`src/rtl/vga_ctrl_pkg.sv`:
```
// Shared VGA controller definitions.
// Holds the scroll scheduler state encoding, the default frame-update line,
// and the 640x480 frame geometry shared with the sync generator.
package vga_ctrl_pkg;

    // Scroll scheduler states.
    typedef enum logic [1:0] {
        SCHED_STOP = 2'd0,
        SCHED_RUN  = 2'd1,
        SCHED_STEP = 2'd2
    } sched_state_e;

    // Frame geometry (640x480 @ 60 Hz timing).
    localparam int H_VISIBLE = 640;
    localparam int H_TOTAL   = 800;
    localparam int V_VISIBLE = 480;
    localparam int V_TOTAL   = 525;

    // First blanking line: the offset is updated here so it never changes
    // while visible pixels are being drawn.
    localparam int TICK_LINE_DEFAULT = V_VISIBLE;

endpackage

```
`src/rtl/scroll_scheduler_if.sv`:
```
// Signal bundle between the scroll scheduler and its surroundings.
//   hpos/vpos        : beam position from the sync generator
//   cfg_run/speed/dir: scroll control inputs
//   step_req/step_ack: single-frame step handshake
//   offset           : horizontal scroll offset to the pixel datapath
//   frame_tick       : one-cycle pulse per frame update
//   frame_count      : free-running 8-bit frame counter
// master = environment side, slave = scheduler side.
interface scroll_scheduler_if #(
    parameter int WIDTH = 10
);
    logic [9:0]       hpos;
    logic [9:0]       vpos;
    logic             cfg_run;
    logic [2:0]       cfg_speed;
    logic             cfg_dir;
    logic             step_req;
    logic             step_ack;
    logic [WIDTH-1:0] offset;
    logic             frame_tick;
    logic [7:0]       frame_count;

    modport master (
        output hpos, vpos, cfg_run, cfg_speed, cfg_dir, step_req,
        input  step_ack, offset, frame_tick, frame_count
    );

    modport slave (
        input  hpos, vpos, cfg_run, cfg_speed, cfg_dir, step_req,
        output step_ack, offset, frame_tick, frame_count
    );
endinterface

```
`src/rtl/scroll_scheduler_frame_tick_detect.sv`:
```
// Frame update detector.
// Compares the beam position against the update line and produces:
//   det         : combinational, high for the single cycle at (TICK_LINE, 0);
//                 consumed only by registers in the parent
//   frame_tick  : registered copy of det (one-cycle pulse after the det cycle)
//   frame_count : 8-bit counter incremented on every det edge, wraps 255->0
// Ports: clk, reset (sync, active high), hpos, vpos, det, frame_tick, frame_count.
module frame_tick_detect
    import vga_ctrl_pkg::*;
#(
    parameter int TICK_LINE = TICK_LINE_DEFAULT
) (
    input  logic       clk,
    input  logic       reset,
    input  logic [9:0] hpos,
    input  logic [9:0] vpos,
    output logic       det,
    output logic       frame_tick,
    output logic [7:0] frame_count
);

    logic       frame_tick_q,  frame_tick_d;
    logic [7:0] frame_count_q, frame_count_d;

    always_comb begin
        det           = (vpos == 10'(TICK_LINE)) && (hpos == 10'd0);
        frame_tick_d  = det;
        frame_count_d = frame_count_q;
        if (det) begin
            frame_count_d = frame_count_q + 8'd1;
        end
    end

    always_ff @(posedge clk) begin
        if (reset) begin
            frame_tick_q  <= 1'b0;
            frame_count_q <= 8'd0;
        end else begin
            frame_tick_q  <= frame_tick_d;
            frame_count_q <= frame_count_d;
        end
    end

    assign frame_tick  = frame_tick_q;
    assign frame_count = frame_count_q;

endmodule

```
`src/rtl/scroll_scheduler.sv`:
```
// Frame-synchronous horizontal scroll scheduler.
// Advances the scroll offset at most once per frame, on the update line, so
// the stripe pattern never tears. Supports free running, stop, and a
// single-frame step handshake.
// Ports:
//   clk   : pixel clock
//   reset : synchronous, active-high reset
//   bus   : scroll_scheduler_if.slave (position, controls, step handshake,
//           offset / frame_tick / frame_count outputs). All outputs are
//           registered.
module scroll_scheduler
    import vga_ctrl_pkg::*;
#(
    parameter int WIDTH     = 10,
    parameter int TICK_LINE = TICK_LINE_DEFAULT
) (
    input  logic                clk,
    input  logic                reset,
    scroll_scheduler_if.slave   bus
);

    logic det;

    frame_tick_detect #(
        .TICK_LINE (TICK_LINE)
    ) u_detect (
        .clk         (clk),
        .reset       (reset),
        .hpos        (bus.hpos),
        .vpos        (bus.vpos),
        .det         (det),
        .frame_tick  (bus.frame_tick),
        .frame_count (bus.frame_count)
    );

    sched_state_e     state_q,    state_d;
    logic [WIDTH-1:0] offset_q,   offset_d;
    logic             step_ack_q, step_ack_d;
    logic             armed_q,    armed_d;

    logic [WIDTH-1:0] delta;
    logic [WIDTH-1:0] offset_adv;

    // Candidate next offset using the live speed/direction; wraps naturally
    // at 2^WIDTH.
    always_comb begin
        delta      = WIDTH'(bus.cfg_speed) + WIDTH'(1);
        offset_adv = bus.cfg_dir ? (offset_q - delta) : (offset_q + delta);
    end

    always_comb begin
        state_d    = state_q;
        offset_d   = offset_q;
        step_ack_d = 1'b0;
        // A low step_req re-arms the handshake so a held request fires once.
        armed_d    = armed_q | ~bus.step_req;

        unique case (state_q)
            SCHED_STOP: begin
                // Entering RUN takes priority; a coincident step request is
                // dropped without consuming the arm.
                if (det && bus.cfg_run) begin
                    state_d = SCHED_RUN;
                end else if (bus.step_req && armed_q) begin
                    state_d = SCHED_STEP;
                    armed_d = 1'b0;
                end
            end
            SCHED_RUN: begin
                if (det) begin
                    if (bus.cfg_run) begin
                        offset_d = offset_adv;
                    end else begin
                        state_d = SCHED_STOP;
                    end
                end
            end
            SCHED_STEP: begin
                if (det) begin
                    offset_d   = offset_adv;
                    step_ack_d = 1'b1;
                    state_d    = SCHED_STOP;
                end
            end
            default: begin
                state_d = SCHED_STOP;
            end
        endcase
    end

    always_ff @(posedge clk) begin
        if (reset) begin
            state_q    <= SCHED_STOP;
            offset_q   <= '0;
            step_ack_q <= 1'b0;
            armed_q    <= 1'b0;
        end else begin
            state_q    <= state_d;
            offset_q   <= offset_d;
            step_ack_q <= step_ack_d;
            armed_q    <= armed_d;
        end
    end

    assign bus.offset   = offset_q;
    assign bus.step_ack = step_ack_q;

endmodule

```
`src/flat_wrapper.sv`:
```
// flat-port wrapper written by rule: the top's interface ports become plain ports
module scroll_scheduler_flat import vga_ctrl_pkg::*;
#(
    parameter int WIDTH     = 10,
    parameter int TICK_LINE = TICK_LINE_DEFAULT
)
  (clk, reset, bus_hpos, bus_vpos, bus_cfg_run, bus_cfg_speed, bus_cfg_dir, bus_step_req, bus_step_ack, bus_offset, bus_frame_tick, bus_frame_count);
  scroll_scheduler_if #(.WIDTH(WIDTH)) bus_i ();
  input  logic clk;
  input  logic reset;
  input wire logic [$bits(bus_i.hpos)-1:0] bus_hpos;
  input wire logic [$bits(bus_i.vpos)-1:0] bus_vpos;
  input wire logic [$bits(bus_i.cfg_run)-1:0] bus_cfg_run;
  input wire logic [$bits(bus_i.cfg_speed)-1:0] bus_cfg_speed;
  input wire logic [$bits(bus_i.cfg_dir)-1:0] bus_cfg_dir;
  input wire logic [$bits(bus_i.step_req)-1:0] bus_step_req;
  output wire logic [$bits(bus_i.step_ack)-1:0] bus_step_ack;
  output wire logic [$bits(bus_i.offset)-1:0] bus_offset;
  output wire logic [$bits(bus_i.frame_tick)-1:0] bus_frame_tick;
  output wire logic [$bits(bus_i.frame_count)-1:0] bus_frame_count;
  assign bus_i.hpos = bus_hpos;
  assign bus_i.vpos = bus_vpos;
  assign bus_i.cfg_run = bus_cfg_run;
  assign bus_i.cfg_speed = bus_cfg_speed;
  assign bus_i.cfg_dir = bus_cfg_dir;
  assign bus_i.step_req = bus_step_req;
  assign bus_step_ack = bus_i.step_ack;
  assign bus_offset = bus_i.offset;
  assign bus_frame_tick = bus_i.frame_tick;
  assign bus_frame_count = bus_i.frame_count;
  scroll_scheduler #(.WIDTH(WIDTH), .TICK_LINE(TICK_LINE)) u_core (.clk(clk), .reset(reset), .bus(bus_i));
endmodule
```
`config.mk`:
```
export PLATFORM = sky130hd
export DESIGN_NAME = scroll_scheduler_flat
export DESIGN_NICKNAME = d
export VERILOG_FILES = /design/src/rtl/vga_ctrl_pkg.sv /design/src/rtl/scroll_scheduler_if.sv /design/src/rtl/scroll_scheduler_frame_tick_detect.sv /design/src/rtl/scroll_scheduler.sv /design/src/flat_wrapper.sv
export SDC_FILE = /design/constraint.sdc
export NUM_CORES = 1
export LEC_CHECK = 0
export CORE_MARGIN = 3
export CORE_UTILIZATION = 25
export CTS_CLUSTER_SIZE = 14
export DETAILED_ROUTE_END_ITERATION = 8
export PLACE_DENSITY = 0.52
export SYNTH_ARGS = -nofsm -noshare
export SYNTH_HDL_FRONTEND = slang
export SYNTH_HIERARCHICAL = 1
export SYNTH_SLANG_ARGS = --single-unit
```
`constraint.sdc`:
```
create_clock -name clk -period 4.5 [get_ports clk]
set_input_delay 0.9 -clock clk [delete_from_list [all_inputs] [get_ports clk]]
set_output_delay 0.9 -clock clk [all_outputs]
set_load 0.02 [all_outputs]
```
# --- After elaboration in Yosys (flattened, before gate mapping) ---
# Index checks and enable logic that the tools add are counted.
classes:
  addsub: 4
  eq_ne: 8
  n_mux: 15
  n_bitwise: 3
  n_reduce_logical: 9
op_table:
  columns: ["cell", "count"]
  rows:
  - ["$mux W10", 4]
  - ["$pmux W10 S2", 1]
  - ["$add A10 B10 Y10", 1]
  - ["$eq A10 B9 Y1 const B", 1]
  - ["$logic_not A10 Y1", 1]
  - ["$mux W2", 5]
  - ["$sub A10 B10 Y10", 1]
  - ["$add A8 B1 Y8 const B", 1]
  - ["$reduce_and A4 Y1", 2]
  - ["$pmux W2 S3", 1]
  - ["$add A3 B1 Y4 const B", 1]
  - ["$mux W1", 4]
  - ["$ne A2 B1 Y1 const B", 2]
  - ["$ne A2 B2 Y1 const B", 2]
  - ["$logic_and A1 B1 Y1", 3]
  - ["$ne A3 B1 Y1 const B", 1]
  - ["$eq A2 B1 Y1 const B", 1]
  - ["$eq A2 B2 Y1 const B", 1]
  - ["$logic_not A2 Y1", 1]
  - ["$not A1 Y1", 2]
  - ["$reduce_bool A2 Y1", 1]
  - ["$reduce_or A2 Y1", 1]
  - ["$or A1 B1 Y1", 1]
totals:
  reg_bits: 23
  in_bits: 28
  output_inout_bits: 20
  word_cells: 45

# --- Longest topological paths before layout ---
# Gate-level depths: netlist of run 1.
logic_depth:
  ltp_word: 6
  ltp_mapped: 13
  ltp_nobuf: 13

# --- Cells and area by module ---
# Netlist of run 1, hierarchy kept.
modules_own_cells:
  columns: ["module", "instances", "cells_each", "area_per_inst_um2", "seq_area_each_um2"]
  rows:
  - ["scroll_scheduler", 1, 127, 1103.6, 280.3]
  - ["frame_tick_detect", 1, 56, 500.5, 180.2]

# --- Worst setup path before layout of run 1 ---
# Ideal clock, no wire load.
synth_timing:
  path_kind: "in2reg"
  startpoint: "input bus_cfg_speed[0]"
  endpoint: "register u_core.offset_q[9] (netlist: u_core/bus.offset[9])"
  setup_ns: 0.121
  arrival_time_ns: 3.356
  required_ns: 4.379
  slack_ns: 1.023
  cell_stages: 12
  n_path_buf: 0
  cell_sequence: "ha_1 xnor2_1 and3_2 ha_1 inv_1 mux2_2 ha_1 a21o_1 a21oi_2 a21oi_4 o31ai_2 mux2_4"
synth_between:
  elab_chain_cells: 6
  elab_cells_between_ends: 8
  cone_classes: "3 x add/sub; 5 x mux"
synth_rtl:
  columns: ["element", "line_no", "text"]
  rows:
  - ["start, declared", "flat_wrapper.sv:14", "input wire logic [$bits(bus_i.cfg_speed)-1:0] bus_cfg_speed;"]
  - ["$add A3 B1 Y4 *", "scroll_scheduler.sv:47", "delta = WIDTH'(bus.cfg_speed) + WIDTH'(1);"]
  - ["$add A10 B10 Y10 / $sub A10 B10 Y10 (equally long branches)", "scroll_scheduler.sv:48", "offset_adv = bus.cfg_dir ? (offset_q - delta) : (offset_q + delta);"]
  - ["$mux W10 *", "scroll_scheduler.sv:48", null]
  - ["$mux W10", "scroll_scheduler.sv:71", "if (bus.cfg_run) begin"]
  - ["$mux W10", "scroll_scheduler.sv:70", "if (det) begin"]
  - ["$pmux W10 S2 *", "scroll_scheduler.sv:58", "unique case (state_q)"]
  - ["end signal, assigned", "scroll_scheduler.sv:99", "offset_q <= offset_d;"]
  - ["end, declared", "scroll_scheduler.sv:37", "logic [WIDTH-1:0] offset_q, offset_d;"]
# Every way passes the cells marked *; elsewhere a longest branch is shown, timed or not. The select of a mux whose other input is x is not followed.
# A chain may end at the register's enable or synchronous reset.

# --- Worst setup path after layout of run 1 ---
# Ends and elaborated chain as after synthesis.

==> results of run 1 <==
[sequential cells by signal, summed over array words and instances, names as in the netlist]
signal                       cells
u_core/u_detect/frame_tick       1
u_core/bus.offset               10
u_core/u_detect/frame_count      8
u_core/armed_q                   1
u_core/bus.step_ack              1
u_core/state_q                   2
[final timing paths]
path	startpoint	end
worst max-delay path	bus_cfg_speed[0]	u_core/bus.offset[9]$_SDFFE_PP0P_
worst min-delay path	u_core/armed_q$_SDFF_PP0_	u_core/armed_q$_SDFF_PP0_
worst max register to register	u_core/bus.offset[0]$_SDFFE_PP0P_	u_core/bus.offset[6]$_SDFFE_PP0P_
worst min register to register	u_core/armed_q$_SDFF_PP0_	u_core/armed_q$_SDFF_PP0_
[critical path, stage by stage]
cell and delay, ns:
clkdlybuf4s50_1 0.50, ha_1 0.28, xnor2_1 0.15, and3_2 0.21
ha_1 0.26, inv_1 0.03, mux2_2 0.25, ha_1 0.34
a21o_1 0.21, a21oi_2 0.23, a21oi_4 0.09, o31ai_2 0.28
mux2_4 0.32
[cells in the final DEF (no fill, tap or decap), types with 4 or more instances in the layout]
cell	netlist	routed
clkdlybuf4s50_1	0	47
dfxtp_1	23	23
a21oi_1	19	19
nand2_1	17	17
ha_1	12	12
inv_1	9	9
nand3_1	7	7
nor2_1	7	7
o31ai_1	6	6
or4_1	6	6
xnor2_1	5	5
o21ai_1	4	4
or3_1	4	4
[area by class of cell]
cell class              count  share of cell area
clock buffers               3              0.0188
clock inverters             1             0.00342
inverters                   9              0.0154
multi-input cells         144               0.485
flip-flops and latches     23               0.210
well taps                  75              0.0428
repair buffers             50               0.225
[routing by layer]
layer | GRT usage | wire length (um) | up-vias
met2 | 0.175 | 1700 | 44
met1 | 0.142 | 1850 | 670
met5 | 0 | 0 | -
met4 | 0.0345 | 48 | 0
li1 | - | - | 781
met3 | 0.0355 | 278 | 4
[power by group]
| group | switching, mW | total [mW] | internal [mW] | leakage (nW) |
|---|---|---|---|---|
| clock | 0.0807 | 0.144 | 0.0630 | 0.0217 |
| sequential | 0.00100 | 0.205 | 0.204 | 0.186 |
| combinational | 0.0341 | 0.0773 | 0.0432 | 0.587 |
[cells by family after synthesis]
logic type	Yosys count
buffers and inverters	16
DFF	23
xor gates and xnor gates	7
and+or+nand+nor	67
adders and majority gates	13
muxes	3
AOI/OAI and AO/OA	54
[per-stage QoR]
step	utilization	area, sq um	instances	power (mW)
floorplan	-	1600	183	0.253
CTS	0.362	2190	305	0.436
global placement	0.354	2150	301	0.288
finish	0.362	2190	305	0.426
global route	0.362	2190	305	0.447
detailed placement	0.354	2150	301	0.288
==> results.toml, run 1 <==
[timing]
whs_ns = 0.473
setup_ws_ns = 0.636
fin_skew_ns = 0.00759
rsz0062_at_grt = "no"
finalCriticalPeriod_ns = 3.86
finalHoldViolCount = 0
final.period_utilization = 0.859
tightest_slew_ns = 0.589
max_freq_mhz = 259
slew_violations = 0
tns_ns = 0
finalSetupViolCount = 0
max_slew_margin = 0.606

[final_layout]
drive_above_1_share = 0.117
n_antenna_cell = 0
fin_nets = 272
area.growth.synth_to_final_pct = 36.8
n_fill_cell = 647
ff_latch_area_sq_um = 460
multi_input_area_sq_um = 1060

[logic_synthesis]
synth_largest_area_cell = "dfxtp_1"
synthSimpleGateAreaFrac = 0.254
ys_types = 59
synthAdderAreaFrac = 0.106
synthXorXnorAreaFrac = 0.0382
synth-compound-area-share = 0.243
yosysSeqAreaShare = 0.287
synth-edff-count = 0
ys_seq_elements = 23
synth_top_flop_cell = "dfxtp_1"
synth_top_family_by_area = "simple AND/OR/NAND/NOR gates"
synth_top_area_frac = 0.287
async_flop_share = 0
syn_nets = 224
yosysWarnings = 6
yosysMostFrequentCell = "dfxtp_1"
avgSynthCellArea_sq_um = 8.77
synthTopCellsByCount = "dfxtp_1 (23), a21oi_1 (19), nand2_1 (17)"
syn_inst = 183
synth_mux_area_frac = 0.0226
syn-cell-area_sq_um = 1600
ys_top_cells_by_area = "dfxtp_1 (29%), ha_1 (9.4%), a21oi_1 (5.9%), nand2_1 (4.0%), o31ai_1 (2.8%)"

[clock_tree]
clock-sinks = 23
ctsRootBufferMaster = "clkbuf_8"
path_clk_slew_ns = 0.10
cts_hold_buf = 0
cts_resized = 0
cts_buffer_depth = 2
cts_buffers = 3
clk_latency_ns = 0.28
cts_tree = "yes"
h-tree-depth = 1
post_cts_buffers = 0

[die]
rows = 28
dieArea_sq_um = 7410
core-area_sq_um = 6060
start_util = 0.265
die_w_um = 86.1
die_y_um = 86.1
boundaryPins = 48

[detailed_routing]
wire_per_inst_um = 12.7
ant_nets = 0
num_vias = 1499
drc_errors = 0
first_pass_iters = 4
vias_per_cell = 4.91
wl_um = 3880
drt-initial-drc-count = 45

[flow_run]
cap_viol_max_count = 0

[placed_design]
hpwl_um = 2870
port_buffers = 47
place_congestion = 0.835
place_ws_ns = 0.322

[global_routing]
overflow = 0
grt_pass1_wl_um = 6640
gr-usage-all-layers = 0.110
antenna_found_initial = 0
grt_pass1_vias = 1420
grt_max_degree = 19

[worst_setup_path]
cp.required_ns = 4.68
path_max_fanout = 6
crit_type = "in -> reg"
rrSetupSlack_ns = 2.34
endpoint_kind = "flop"
worstPathArrival_ns = 4.04
start_kind = "input pin"
rr_worst_depth = 10

[worst_hold_path]
worst_hold_path_type = "reg -> reg"
whs_path_depth = 2

[status]
status = "completed"

[power_and_ir_drop]
vdd.ir_drop.worst_uv = 90.0
p_leak_nw = 0.794
p_per_area_nw_per_um2 = 194
(Power assumes the default switching activity.)
==> inputs of run 2 (changes only) <==
--- a/config.mk
+++ b/config.mk
@@ -5,6 +5,7 @@
 export SDC_FILE = /design/constraint.sdc
 export NUM_CORES = 1
 export LEC_CHECK = 0
+export ABC_AREA = 0
 export CORE_MARGIN = 3
 export CORE_UTILIZATION = 25
 export CTS_CLUSTER_SIZE = 14
==> results of run 2 <==
Final layout, timing and power as in run 1 (identical DEF).
